**config.mk**
```make
export PLATFORM = sky130hd
export DESIGN_NAME = jk_excite_seq
export DESIGN_NICKNAME = d
export VERILOG_FILES = /design/src/rtl/jk_pkg.sv /design/src/rtl/jk_excite.sv /design/src/rtl/jk_excite_seq.sv
export SDC_FILE = /design/constraint.sdc
export NUM_CORES = 1
export LEC_CHECK = 0
export ABC_AREA = 1
export CORE_ASPECT_RATIO = 0.9
export CORE_UTILIZATION = 31
export DETAILED_ROUTE_END_ITERATION = 6
export GPL_TIMING_DRIVEN = 0
export HOLD_SLACK_MARGIN = 0.06
export SYNTH_ARGS = -nofsm -noshare
export SYNTH_HDL_FRONTEND = slang
export SYNTH_SLANG_ARGS = --single-unit
```
**constraint.sdc**
```tcl
create_clock -name clk -period 3.4 [get_ports clk]
set_input_delay 0.68 -clock clk [delete_from_list [all_inputs] [get_ports clk]]
set_output_delay 0.68 -clock clk [all_outputs]
set_load 0.005 [all_outputs]
```
**src/rtl/jk_pkg.sv**
```systemverilog
// Shared types for the JK excitation sequencer:
// FSM states and {J,K} drive codes.
package jk_pkg;

  typedef enum logic [1:0] {
    IDLE,
    DRIVE,
    FLUSH,
    DONE
  } jk_seq_state_t;

  localparam logic [1:0] HOLD   = 2'b00;
  localparam logic [1:0] RESET  = 2'b01;
  localparam logic [1:0] SET    = 2'b10;
  localparam logic [1:0] TOGGLE = 2'b11;

endpackage

```
**src/rtl/jk_excite.sv**
```systemverilog
// Excitation encoder: target t, current c -> {J,K}.
// JK_TOGGLE_EN selects toggle/hold coding; otherwise set/reset.
import jk_pkg::*;

module jk_excite (
  input  logic       t,
  input  logic       c,
  output logic [1:0] jk
);

`ifdef JK_TOGGLE_EN
  always_comb begin
    jk = (t == c) ? HOLD : TOGGLE;
  end
`else
  logic unused_c;
  assign unused_c = c;

  always_comb begin
    jk = t ? SET : RESET;
  end
`endif

endmodule

```
**src/rtl/jk_excite_seq.sv**
```systemverilog
// Drives a JK flip-flop through a target pattern and checks q.
// Encoding chosen in jk_excite (JK_TOGGLE_EN).
import jk_pkg::*;

module jk_excite_seq #(
  parameter int LEN = 8,
  parameter int IW  = (LEN > 1) ? $clog2(LEN) : 1
) (
  input  logic          clk,
  input  logic          rst,
  input  logic          start,
  input  logic [LEN-1:0] pattern,
  input  logic          q,
  output logic          j,
  output logic          k,
  output logic          busy,
  output logic          done,
  output logic          err,
  output logic [IW-1:0] err_idx,
  output logic [IW:0]   err_cnt
);

  localparam logic [IW-1:0] LAST = IW'(LEN - 1);
  localparam logic [IW:0]   CMAX = (IW + 1)'(LEN);

  jk_seq_state_t state_q, state_d;
  logic [LEN:0]  pat_q, pat_d;
  logic [IW-1:0] idx_q, idx_d;
  logic          expq_q, expq_d;
  logic [1:0]    jk_q, jk_d;
  logic          err_q, err_d;
  logic [IW-1:0] err_idx_q, err_idx_d;
  logic [IW:0]   err_cnt_q, err_cnt_d;

  logic          enc_t, enc_c;
  logic [1:0]    enc_jk;
  logic          chk;
  logic [IW-1:0] chk_idx;

  jk_excite u_enc (
    .t  (enc_t),
    .c  (enc_c),
    .jk (enc_jk)
  );

  // pat_q shifts so bit 0 is the current step and bit 1 the next
  always_comb begin
    state_d   = state_q;
    pat_d     = pat_q;
    idx_d     = idx_q;
    expq_d    = expq_q;
    jk_d      = HOLD;
    err_d     = err_q;
    err_idx_d = err_idx_q;
    err_cnt_d = err_cnt_q;
    enc_t     = pat_q[1];
    enc_c     = pat_q[0];
    chk       = 1'b0;
    chk_idx   = idx_q - IW'(1);
    unique case (state_q)
      IDLE: begin
        enc_t = pattern[0];
        enc_c = q;
        if (start) begin
          state_d   = DRIVE;
          pat_d     = {1'b0, pattern};
          idx_d     = '0;
          expq_d    = q;
          jk_d      = enc_jk;
          err_d     = 1'b0;
          err_idx_d = '0;
          err_cnt_d = '0;
        end
      end
      DRIVE: begin
        chk    = (idx_q != '0);
        expq_d = pat_q[0];
        if (idx_q != LAST) begin
          idx_d = idx_q + IW'(1);
          pat_d = pat_q >> 1;
          jk_d  = enc_jk;
        end else begin
          state_d = FLUSH;
        end
      end
      FLUSH: begin
        chk     = 1'b1;
        chk_idx = LAST;
        state_d = DONE;
      end
      DONE: begin
        state_d = IDLE;
      end
      default: begin
        state_d = IDLE;
      end
    endcase
    // expq_q holds the target of the step being checked
    if (chk && (q != expq_q)) begin
      if (err_cnt_q != CMAX) begin
        err_cnt_d = err_cnt_q + (IW + 1)'(1);
      end
      if (!err_q) begin
        err_d     = 1'b1;
        err_idx_d = chk_idx;
      end
    end
  end

  always_ff @(posedge clk) begin
    if (rst) begin
      state_q   <= IDLE;
      pat_q     <= '0;
      idx_q     <= '0;
      expq_q    <= 1'b0;
      jk_q      <= HOLD;
      err_q     <= 1'b0;
      err_idx_q <= '0;
      err_cnt_q <= '0;
    end else begin
      state_q   <= state_d;
      pat_q     <= pat_d;
      idx_q     <= idx_d;
      expq_q    <= expq_d;
      jk_q      <= jk_d;
      err_q     <= err_d;
      err_idx_q <= err_idx_d;
      err_cnt_q <= err_cnt_d;
    end
  end

  assign j       = jk_q[1];
  assign k       = jk_q[0];
  assign busy    = (state_q == DRIVE) || (state_q == FLUSH);
  assign done    = (state_q == DONE);
  assign err     = err_q;
  assign err_idx = err_idx_q;
  assign err_cnt = err_cnt_q;

endmodule

```
==> impl_metrics.csv <==
group,metric,value,unit
run_status,status,"complete, no violations",
final_layout,syn2layout_area_growth,25.4,%
run,cap_violations,0,
final_layout,post-route-util,41.1,%
cts,cts_tree,"yes",
min_path,min-delay-start,"pat_q[0]",
final_layout,fill_cells,441,
final_layout,drive_above_1_share,6.73,%
cts,cts-root-buf,"clkbuf_8",
logic_synthesis,synth_top_family_by_area,"simple AND/OR/NAND/NOR gates",
logic_synthesis,yosysSeqAreaShare,35.2,%
place,dp.cells,280,
grt,first_global_vias,1083,
power,irDropWorstVdd,0.185,mV
logic_synthesis,yosysTopAreaCell,"dfxtp_1",
final_layout,fin_cells,283,
place,portBuffers,23,
logic_synthesis,netlist_top_cells_area,"dfxtp_1, nand2_1, ha_1",
sta,setup_viol,0,
logic_synthesis,avgSynthCellArea,6.92,µm²
sta,finClkSkew,2.55,ps
grt,grt_max_degree,13,
sta,period_share,65.8,%
worst_setup_path,crit_path_max_fanout,4,
min_path,min_path_type,"reg -> reg",
cts,cts_made_buffers,3,
power,power.density,678,nW/µm²
detailed_routing,routed_wirelength,2.81,mm
detailed_routing,wl_per_cell,9.94,µm
detailed_routing,avgViaCountPerCell,4.40,
worst_setup_path,cp-end-kind,"output pin",
detailed_routing,num_vias,1246,
detailed_routing,ant_nets,0,
die,dieArea,4670,µm²
sta,fmax,0.447,GHz
die,die_y,64.9,µm
logic_synthesis,syn_inst,197,
die,core_area,4160,µm²
worst_setup_path,arrival,1560,ps
grt,grt_pass1_wl,5.01,mm
logic_synthesis,synth_fa_ha_area_share,10.1,%
cts,cts.sinks,24,
die,fp-row-count,22,
die,initial_utilization,32.8,%
logic_synthesis,synth_cell_types,21,
worst_setup_path,worstSetupPathType,"reg -> out",
logic_synthesis,synth_fp_nets,220,
sta,maxSlewViolCount,0,
grt,grt-ovfl-total,0,
cts,ctsHoldBuffers,0,
cts,cts_setup_buffers,0,
cts,clk_pin_slew_worst_paths,80,ps
cts,cts.path.max_buffers,2,
die,die_w,71.9,µm
detailed_routing,drcViolationCount,0,
cts,ctsResizeCount,0,
final_layout,diodes,0,
die,pin_count,24,
logic_synthesis,synth_compound_area_share,19.0,%
power,power_leakage,0.735,nW
logic_synthesis,synth-seq-cells,24,
logic_synthesis,yosys.area_share.simple,24.8,%
logic_synthesis,netlist.area_leader.share,35.2,%
cts,clock_latency,260,ps
sta,worstMarginPinSlew,481,ps
place,gp_congestion,0.743,
final_layout,fin_nets,248,
logic_synthesis,synth_xor_xnor_area_share,0.642,%
worst_setup_path,start_kind,"flop",
cts,h-tree-depth,1,
place,hpwlAfterDp,2.07,mm
sta,finalWorstSetupSlack,1160,ps
sta,maxSlewHeadroom,68.0,%
logic_synthesis,ys_warn_count,0,
place,dpl_worst_slack,1350,ps
sta,min_period,2240,ps
worst_setup_path,crit_start,"state_q[1]",
grt,antenna_found_initial,0,
logic_synthesis,synth_area,1360,µm²
worst_setup_path,rr_startpoint,"state_q[1]",
sta,hold_viol,0,
sta,fin_setup_tns,0,ps
logic_synthesis,muxShareOfSynthArea,0,%
worst_setup_path,cp_data_required_time,2720,ps
detailed_routing,firstDrtPassIters,4,
grt,grtUsageTotal,13.7,%
detailed_routing,drtIter0Drc,58,
sta,rsz0062_at_grt,"false",
[worst max-delay path, cell delays in order, from the launching register on]
cell and delay [ps]:
dfxtp_1 370, inv_1 100, ha_1 320, clkdlybuf4s50_1 510
[per-layer routing]
| metal | vias to the layer above | wire, µm | track usage (%) | part of all wire (%) |
|---|---|---|---|---|
| met5 | - | 0 | 0 | 0 |
| met4 | 0 | 34 | 5.15 | 1.2 |
| met3 | 2 | 85 | 2.33 | 3.0 |
| met2 | 18 | 1130 | 19.6 | 40 |
| met1 | 540 | 1560 | 20.3 | 56 |
| li1 | 686 | - | - | - |
[cell families (layout without fill, tap and decap cells)]
logic type | after synthesis | after routing
XOR/XNOR | 1 | 1
AO/OA/AOI/OAI | 46 | 46
flip-flops | 24 | 24
buffers and inverters | 35 | 61
AND/OR/NAND/NOR | 80 | 80
adder cells (fa/ha/maj) | 11 | 11
[synth_stat cells]
master and instances:
nor2_2 1, ha_1 11, xor2_1 1, buf_2 1, nand2_1 51, nand2_2 3
inv_1 31, o31a_1 1, buf_6 1, a21oi_2 3, dfxtp_1 24, nor2_4 1
nor2_1 11, inv_2 1, nand3_1 10, clkbuf_1 1, a31oi_1 2, o21ai_4 1
a21oi_1 20, nand4_1 3, o21ai_0 19
[stage by stage]
stage	area (µm²)	total power, mW	hold WS [ps]
5_1_grt	1710	1.28	490
3_3_place_gp	1670	1.00	439
4_1_cts	1710	1.17	452
2_1_floorplan	1360	0.827	424
3_5_place_dp	1670	0.998	439
6_report	1710	1.16	449
[power breakdown]
part,switching [mW],leakage (nW),total [mW],internal [mW]
clock,0.0881,0.0216,0.167,0.0791
sequential,0.0408,0.197,0.405,0.365
combinational,0.354,0.517,0.587,0.232
[final timing paths]
check	endpoint	slack, ps	cells after the start
setup reg to reg	idx_q[1]	1760	7
hold reg to reg	pat_q[0]	450	2
hold / removal	pat_q[0]	450	2
setup / recovery	busy	1160	3
[layout by cell type (no fill, tap or decap), drive strengths merged]
cell,count
nand3,10
xor2,1
a21oi,23
inv,32
clkbuf,4
nand2,54
dfxtp,24
nand4,3
clkdlybuf4s50,23
ha,11
a31oi,2
o31a,1
nor2,13
buf,2
o21ai,20
[area by class of cell]
cell class | instances | area, µm² | share of cell area, %
Tap cell | 60 | 75.1 | 4.39
Timing Repair Buffer | 23 | 230 | 13.5
Clock buffer | 3 | 41.3 | 2.41
Inverter | 32 | 120 | 7.02
Sequential cell | 24 | 480 | 28.1
Multi-Input combinational cell | 138 | 743 | 43.5
Buffer | 3 | 20.0 | 1.17
[sequential cells by signal (all words and copies together) (netlist names)]
register  count
expq_q        1
idx_q         3
err           1
state_q       2
pat_q         8
err_cnt       4
err_idx       3
jk_q          2
Power figures use the tool's default switching activity.
